## config.mk

```make
export PLATFORM = sky130hd
export DESIGN_NAME = rgb2yuv_share_arb_flat
export DESIGN_NICKNAME = d
export VERILOG_FILES = /design/src/rtl/rgb2yuv_share_arb_if.sv /design/src/rtl/rgb2yuv_share_arb.sv /design/src/flat_wrapper.sv
export SDC_FILE = /design/constraint.sdc
export NUM_CORES = 1
export LEC_CHECK = 0
export BUFFER_PORTS_ARGS = -buffer_cell sky130_fd_sc_hd__buf_2
export CAP_MARGIN = 5
export CORE_MARGIN = 1.5
export CORE_UTILIZATION = 38
export DETAILED_ROUTE_END_ITERATION = 8
export PLACE_DENSITY = 0.88
export SETUP_SLACK_MARGIN = 0.15
export SKIP_LAST_GASP = 1
export SYNTH_ARGS = -nofsm -noshare
export SYNTH_HDL_FRONTEND = slang
export SYNTH_SLANG_ARGS = --single-unit
```

## constraint.sdc

```tcl
create_clock -name clk -period 2.75 [get_ports clk]
set_input_delay 0.4125 -clock clk [delete_from_list [all_inputs] [get_ports clk]]
set_output_delay 0.4125 -clock clk [all_outputs]
set_load 0.01 [all_outputs]
```

## src/rtl/rgb2yuv_share_arb_if.sv

```systemverilog
// Pixel offer channel from one source into the shared colour-space converter.
// The source drives valid and R/G/B and holds them until ready is returned.
interface rgb2yuv_share_arb_if #(
  parameter int DW = 10
);
  logic          valid;
  logic [DW-1:0] r;
  logic [DW-1:0] g;
  logic [DW-1:0] b;
  logic          ready;

  modport master (output valid, r, g, b, input ready);
  modport slave  (input valid, r, g, b, output ready);
endinterface

```

## src/rtl/rgb2yuv_share_arb.sv

```systemverilog
// Shares one RGB-to-YCbCr converter between two pixel sources. Arbitration is
// round-robin with a bounded burst; every issued pixel carries an owner tag
// through a shift register matched to the converter latency, and the tag at
// the pipe head steers the converter result back to its owner.
module rgb2yuv_share_arb #(
  parameter int DW          = 10,
  parameter int CSC_LATENCY = 5,
  parameter int MAX_BURST   = 8
) (
  input  logic                      clk,
  input  logic                      rst,
  rgb2yuv_share_arb_if.slave        i_rq0,
  rgb2yuv_share_arb_if.slave        i_rq1,
  output logic [DW-1:0]             o_csc_red,
  output logic [DW-1:0]             o_csc_green,
  output logic [DW-1:0]             o_csc_blue,
  output logic                      o_csc_valid_in,
  input  logic [DW-1:0]             i_csc_y,
  input  logic [DW-1:0]             i_csc_cb,
  input  logic [DW-1:0]             i_csc_cr,
  input  logic                      i_csc_valid_out,
  output logic [DW-1:0]             o_o0_y,
  output logic [DW-1:0]             o_o0_cb,
  output logic [DW-1:0]             o_o0_cr,
  output logic                      o_o0_valid,
  output logic [DW-1:0]             o_o1_y,
  output logic [DW-1:0]             o_o1_cb,
  output logic [DW-1:0]             o_o1_cr,
  output logic                      o_o1_valid,
  output logic [15:0]               o_cnt0,
  output logic [15:0]               o_cnt1,
  input  logic                      i_cnt_clr,
  output logic                      o_tag_err
);

  typedef enum logic [1:0] {S_IDLE, S_OWN0, S_OWN1} state_t;

  localparam logic [7:0] BURST_MAX = 8'(MAX_BURST);

  state_t                 r_state;
  state_t                 w_nxt_state;
  logic                   r_last;
  logic [7:0]             r_burst;
  logic [7:0]             w_nxt_burst;
  logic [7:0]             w_burst_inc;
  logic                   w_gnt0;
  logic                   w_gnt1;
  logic [CSC_LATENCY-1:0] r_tag_vld_p;
  logic [CSC_LATENCY-1:0] r_tag_id_p;
  logic                   w_head_vld;
  logic                   w_head_id;
  logic                   w_route;
  logic [15:0]            r_cnt0;
  logic [15:0]            r_cnt1;
  logic                   r_tag_err;

  assign w_burst_inc = (r_burst < BURST_MAX) ? 8'(r_burst + 8'd1) : BURST_MAX;

  // Grant decision and next state; grants are forced off while reset is held.
  always_comb begin
    w_gnt0      = 1'b0;
    w_gnt1      = 1'b0;
    w_nxt_state = r_state;
    w_nxt_burst = r_burst;
    case (r_state)
      S_IDLE: begin
        if (i_rq0.valid && (!i_rq1.valid || r_last)) w_gnt0 = 1'b1;
        else if (i_rq1.valid)                        w_gnt1 = 1'b1;
      end
      S_OWN0: begin
        if (i_rq0.valid && !(i_rq1.valid && r_burst == BURST_MAX)) w_gnt0 = 1'b1;
        else if (i_rq1.valid)                                       w_gnt1 = 1'b1;
      end
      S_OWN1: begin
        if (i_rq1.valid && !(i_rq0.valid && r_burst == BURST_MAX)) w_gnt1 = 1'b1;
        else if (i_rq0.valid)                                       w_gnt0 = 1'b1;
      end
      default: ;
    endcase
    if (rst) begin
      w_gnt0 = 1'b0;
      w_gnt1 = 1'b0;
    end
    if (w_gnt0) begin
      w_nxt_state = S_OWN0;
      w_nxt_burst = (r_state == S_OWN0) ? w_burst_inc : 8'd1;
    end else if (w_gnt1) begin
      w_nxt_state = S_OWN1;
      w_nxt_burst = (r_state == S_OWN1) ? w_burst_inc : 8'd1;
    end else begin
      w_nxt_state = S_IDLE;
      w_nxt_burst = 8'd0;
    end
  end

  // Arbiter state, burst length and last-granted requester.
  always_ff @(posedge clk or posedge rst) begin
    if (rst) begin
      r_state <= S_IDLE;
      r_burst <= 8'd0;
      r_last  <= 1'b1;
    end else begin
      r_state <= w_nxt_state;
      r_burst <= w_nxt_burst;
      if (w_gnt0 || w_gnt1) r_last <= w_gnt1;
    end
  end

  assign i_rq0.ready    = w_gnt0;
  assign i_rq1.ready    = w_gnt1;
  assign o_csc_valid_in = w_gnt0 | w_gnt1;
  assign o_csc_red      = w_gnt0 ? i_rq0.r : (w_gnt1 ? i_rq1.r : '0);
  assign o_csc_green    = w_gnt0 ? i_rq0.g : (w_gnt1 ? i_rq1.g : '0);
  assign o_csc_blue     = w_gnt0 ? i_rq0.b : (w_gnt1 ? i_rq1.b : '0);

  // Owner tag pipe: stage 0 takes this cycle's issue, the last stage lines up
  // with the converter output of the same pixel.
  always_ff @(posedge clk or posedge rst) begin
    if (rst) begin
      r_tag_vld_p <= '0;
      r_tag_id_p  <= '0;
    end else begin
      for (int i = CSC_LATENCY - 1; i > 0; i--) begin
        r_tag_vld_p[i] <= r_tag_vld_p[i-1];
        r_tag_id_p[i]  <= r_tag_id_p[i-1];
      end
      r_tag_vld_p[0] <= o_csc_valid_in;
      r_tag_id_p[0]  <= w_gnt1;
    end
  end

  assign w_head_vld = r_tag_vld_p[CSC_LATENCY-1];
  assign w_head_id  = r_tag_id_p[CSC_LATENCY-1];
  // A disagreement between converter and tag leaves one of the two low, so
  // routing drops out automatically in that cycle.
  assign w_route    = i_csc_valid_out & w_head_vld;

  assign o_o0_valid = w_route & ~w_head_id;
  assign o_o1_valid = w_route & w_head_id;
  assign o_o0_y     = o_o0_valid ? i_csc_y  : '0;
  assign o_o0_cb    = o_o0_valid ? i_csc_cb : '0;
  assign o_o0_cr    = o_o0_valid ? i_csc_cr : '0;
  assign o_o1_y     = o_o1_valid ? i_csc_y  : '0;
  assign o_o1_cb    = o_o1_valid ? i_csc_cb : '0;
  assign o_o1_cr    = o_o1_valid ? i_csc_cr : '0;

  // Sticky converter/tag disagreement flag.
  always_ff @(posedge clk or posedge rst) begin
    if (rst)                                 r_tag_err <= 1'b0;
    else if (i_csc_valid_out != w_head_vld)  r_tag_err <= 1'b1;
  end

  // Per-requester grant counters; clear wins over a same-cycle increment.
  always_ff @(posedge clk or posedge rst) begin
    if (rst) begin
      r_cnt0 <= 16'd0;
      r_cnt1 <= 16'd0;
    end else if (i_cnt_clr) begin
      r_cnt0 <= 16'd0;
      r_cnt1 <= 16'd0;
    end else begin
      if (w_gnt0) r_cnt0 <= r_cnt0 + 16'd1;
      if (w_gnt1) r_cnt1 <= r_cnt1 + 16'd1;
    end
  end

  assign o_cnt0    = r_cnt0;
  assign o_cnt1    = r_cnt1;
  assign o_tag_err = r_tag_err;

endmodule

```

## src/flat_wrapper.sv

```systemverilog
// flat-port wrapper written by rule: the top's interface ports become plain ports
module rgb2yuv_share_arb_flat 
#(
  parameter int DW          = 10,
  parameter int CSC_LATENCY = 5,
  parameter int MAX_BURST   = 8
)
  (clk, rst, o_csc_red, o_csc_green, o_csc_blue, o_csc_valid_in, i_csc_y, i_csc_cb, i_csc_cr, i_csc_valid_out, o_o0_y, o_o0_cb, o_o0_cr, o_o0_valid, o_o1_y, o_o1_cb, o_o1_cr, o_o1_valid, o_cnt0, o_cnt1, i_cnt_clr, o_tag_err, i_rq0_valid, i_rq0_r, i_rq0_g, i_rq0_b, i_rq0_ready, i_rq1_valid, i_rq1_r, i_rq1_g, i_rq1_b, i_rq1_ready);
  rgb2yuv_share_arb_if #(.DW(DW)) i_rq0_i ();
  rgb2yuv_share_arb_if #(.DW(DW)) i_rq1_i ();
  input  logic clk;
  input  logic rst;
  output logic [DW-1:0] o_csc_red;
  output logic [DW-1:0] o_csc_green;
  output logic [DW-1:0] o_csc_blue;
  output logic o_csc_valid_in;
  input  logic [DW-1:0] i_csc_y;
  input  logic [DW-1:0] i_csc_cb;
  input  logic [DW-1:0] i_csc_cr;
  input  logic i_csc_valid_out;
  output logic [DW-1:0] o_o0_y;
  output logic [DW-1:0] o_o0_cb;
  output logic [DW-1:0] o_o0_cr;
  output logic o_o0_valid;
  output logic [DW-1:0] o_o1_y;
  output logic [DW-1:0] o_o1_cb;
  output logic [DW-1:0] o_o1_cr;
  output logic o_o1_valid;
  output logic [15:0] o_cnt0;
  output logic [15:0] o_cnt1;
  input  logic i_cnt_clr;
  output logic o_tag_err;
  input wire logic [$bits(i_rq0_i.valid)-1:0] i_rq0_valid;
  input wire logic [$bits(i_rq0_i.r)-1:0] i_rq0_r;
  input wire logic [$bits(i_rq0_i.g)-1:0] i_rq0_g;
  input wire logic [$bits(i_rq0_i.b)-1:0] i_rq0_b;
  output wire logic [$bits(i_rq0_i.ready)-1:0] i_rq0_ready;
  input wire logic [$bits(i_rq1_i.valid)-1:0] i_rq1_valid;
  input wire logic [$bits(i_rq1_i.r)-1:0] i_rq1_r;
  input wire logic [$bits(i_rq1_i.g)-1:0] i_rq1_g;
  input wire logic [$bits(i_rq1_i.b)-1:0] i_rq1_b;
  output wire logic [$bits(i_rq1_i.ready)-1:0] i_rq1_ready;
  assign i_rq0_i.valid = i_rq0_valid;
  assign i_rq0_i.r = i_rq0_r;
  assign i_rq0_i.g = i_rq0_g;
  assign i_rq0_i.b = i_rq0_b;
  assign i_rq0_ready = i_rq0_i.ready;
  assign i_rq1_i.valid = i_rq1_valid;
  assign i_rq1_i.r = i_rq1_r;
  assign i_rq1_i.g = i_rq1_g;
  assign i_rq1_i.b = i_rq1_b;
  assign i_rq1_ready = i_rq1_i.ready;
  rgb2yuv_share_arb #(.DW(DW), .CSC_LATENCY(CSC_LATENCY), .MAX_BURST(MAX_BURST)) u_core (.clk(clk), .rst(rst), .i_rq0(i_rq0_i), .i_rq1(i_rq1_i), .o_csc_red(o_csc_red), .o_csc_green(o_csc_green), .o_csc_blue(o_csc_blue), .o_csc_valid_in(o_csc_valid_in), .i_csc_y(i_csc_y), .i_csc_cb(i_csc_cb), .i_csc_cr(i_csc_cr), .i_csc_valid_out(i_csc_valid_out), .o_o0_y(o_o0_y), .o_o0_cb(o_o0_cb), .o_o0_cr(o_o0_cr), .o_o0_valid(o_o0_valid), .o_o1_y(o_o1_y), .o_o1_cb(o_o1_cb), .o_o1_cr(o_o1_cr), .o_o1_valid(o_o1_valid), .o_cnt0(o_cnt0), .o_cnt1(o_cnt1), .i_cnt_clr(i_cnt_clr), .o_tag_err(o_tag_err));
endmodule
```

==> run metrics <==
Die Y 95.49 um; DP HPWL between 8 and 9 mm; pre-CTS setup slack around 0.12 ns; Routed WL 11.92 mm; Post-layout nets 698; Worst setup SP type flop; global route overflow 0; PortBufs 223; DRT iter0 DRCs about 200; first-pass GRT wire length 16.59 mm; P_leak 2.743 nW; M3 GR Usage 0.04067; outcome complete, but fails checks; # rows 33; GR Util met2 0.4882; fin crit share 1.022; Most Crowded Layer GR met2; synthesized area per cell approximately 9.0 um2; crit path kind flop to output port; core area about 0.0083 mm2; clock slew seen by the registers of the worst setup and hold paths 0.10 ns; EDFF count, synth 0; Longest Clk Path Bufs 2; # IOs 224; Initial Utilization 0.3936; vias in the first global route 3,503; Layout area overhead 53.93%; synth top area cells dfrtp_1 (41%), a22o_1 (8.1%), and3_1 (6.7%), and2_1 (6.0%), a21oi_1 (4.0%); worst hold margin between 0.1 and 0.15 ns; layout filler cell count ~700; Final ANT Viol Nets 0; arrival time worst endpoint 2.40 ns; Sink Count 54; Worst Skew 0.01544 ns; worst vdd ir 0.2481 mV; GPL Wtd Cong 0.9336; layout cells sized above 1 0.4900; Fmax 0.3557 GHz; worst-margin pin slew 0.7806 ns; die area 0.009118 mm2; max-cap viol count 0; critical path data required time 2.34 ns; final setup fails 32; chip width 95.49 um; total number of vias 3,858; RSZ-0062 raised after global routing yes; violations in the final reports setup timing; Mapped Cells approximately 360; DR vias/cell 5.480; Synth Cell Area 0.003251 mm2; Main synth FF type dfrtp_1; most frequent cell after synthesis dfrtp_1; min-delay worst type input pin to asynchronous set/reset pin; YS warnings 0; Critical Path Fanout Max 7; Power Dens Cells ~380 mW/mm2; async set-reset flop share out of synthesis 1.000; flops & latches, synth 54; post-route cell area around 0.0050 mm2; clock latency on the worst-skew pair 0.32 ns; sequential cell area 0.001353 mm2; Fin. Hold Viols 0; GRT Overall Usage 0.2362; critical path endpoint category output port; area of the multi-input gates 0.001881 mm2; drt first pass iters 6; Cell Area, Placed around 0.0045 mm2; Final min period around 2.8 ns; relative slew slack 0.4773; WL per Instance around 17 um; Worst Setup Slack, final -0.06173 ns; Commonest cells post-synth dfrtp_1 (53), and3_1 (35), and2_1 (31); count of cell types in the netlist 43; crit path from u_core.r_burst[7]$_DFF_PP0_; M1 GR Usage 0.2364; FF-to-FF Start u_core.r_burst[7]$_DFF_PP0_; CTS H-tree lvls 2; largest area contributor in the netlist dfrtp_1; Yosys top cell area share 0.4080; largest net degree at the start of global routing 35; CTS buffer count 5; DRC viols 0; CTS tree built; CTS Root Cell clkbuf_8; sequential area share after synthesis 0.4161; Post-CTS Hold Buffers 0; initial antenna violation count 1; Max Slew Vio Count 0
[registers in the layout, summed over array words and instances, names as in the netlist]
signal              cells
u_core.o_cnt0          16
u_core.r_tag_id_p       5
u_core.o_cnt1          16
u_core.o_tag_err        1
u_core.r_state          2
u_core.r_last           1
u_core.r_tag_vld_p      5
u_core.r_burst          8
[cell families after synthesis]
| logic type | synth area share |
|---|---|
| AOI/OAI and AO/OA | 0.1894 |
| xor gates and xnor gates | 0.02156 |
| adders and majority gates | 0.01925 |
| buffers and inverters | 0.04234 |
| DFF | 0.4161 |
| other | 0.001154 |
| and+or+nand+nor | 0.3102 |
[timing repair]
item / 4_1_cts / 5_1_grt
gates resized for setup: 18 / 26
cloned: 2 / 2
hold endpoints to repair: 0 / 0
endpoints found under the setup margin: 65 / 45
buffers inserted: 7 / 5
pin swaps: 4 / 27
[cells in the final DEF (no fill, tap or decap), types with 9 or more instances in the layout]
master   count
nor2_1      11
or3_1       14
a22o_1      30
buf_4       14
and3_1      35
o21ai_0     13
nand2_1     21
a21oi_1     18
buf_2      221
dfrtp_1     53
nand3_1     15
o31ai_1      9
and2_1      31
[per-stage QoR]
step | utilization | instances | TNS [ns] | power [mW]
after floorplan | - | 366 | 0 | 1.075
after global placement | 0.5480 | 679 | 0 | 1.259
after detailed placement | 0.5480 | 679 | 0 | 1.273
after CTS | 0.5841 | 696 | -0.6731 | 1.886
after global routing | 0.6059 | 704 | -2.830 | 1.992
final | 0.6059 | 704 | -1.107 | 1.913
[where the power goes]
group          switching, mW  internal (mW)  total, mW
combinational          0.251          0.236      0.486
clock                  0.277          0.300      0.577
sequential            0.0238          0.826      0.850
total                  0.551           1.36       1.91
[routing by layer]
| metal | up-vias | wire length, um |
|---|---|---|
| li1 | 1795 | - |
| met3 | 15 | 893 |
| met1 | 1835 | 4208 |
| met4 | 0 | 241 |
| met2 | 213 | 6573 |
| met5 | - | 0 |
[path summary, 6_finish.rpt]
check,end,slack [ns],cells past startpoint
min reg2reg,u_core.r_tag_id_p[2]$_DFF_PP0_,0.35,0
min,u_core.r_burst[0]$_DFF_PP0_,0.14,2
max in group asynchronous,u_core.r_last$_DFFE_PP1P_,2.01,3
max reg2reg,u_core.o_cnt0[7]$_DFFE_PP0P_,0.03,8
max,o_csc_red[2],-0.06,7
min in group clk,u_core.r_tag_id_p[2]$_DFF_PP0_,0.35,0
[critical path, cell delays in order, from the launching register on]
cell	delay, ns
dfrtp_1	0.39
or4_4	0.54
o221a_4	0.28
or3_4	0.38
clkinv_8	0.09
clkbuf_16	0.15
a22o_1	0.13
buf_2	0.12
[layout make-up]
type                       instances  area share
multi-input combinational        276      0.3758
clock inverter                     2    0.007752
timing repair buffer             249      0.2916
clock buffer                       6     0.01650
tap                              105     0.02626
inverter                          11     0.01125
sequential                        54      0.2703
antenna                            1   0.0005001
No activity file was read; power rests on OpenSTA's default activity.
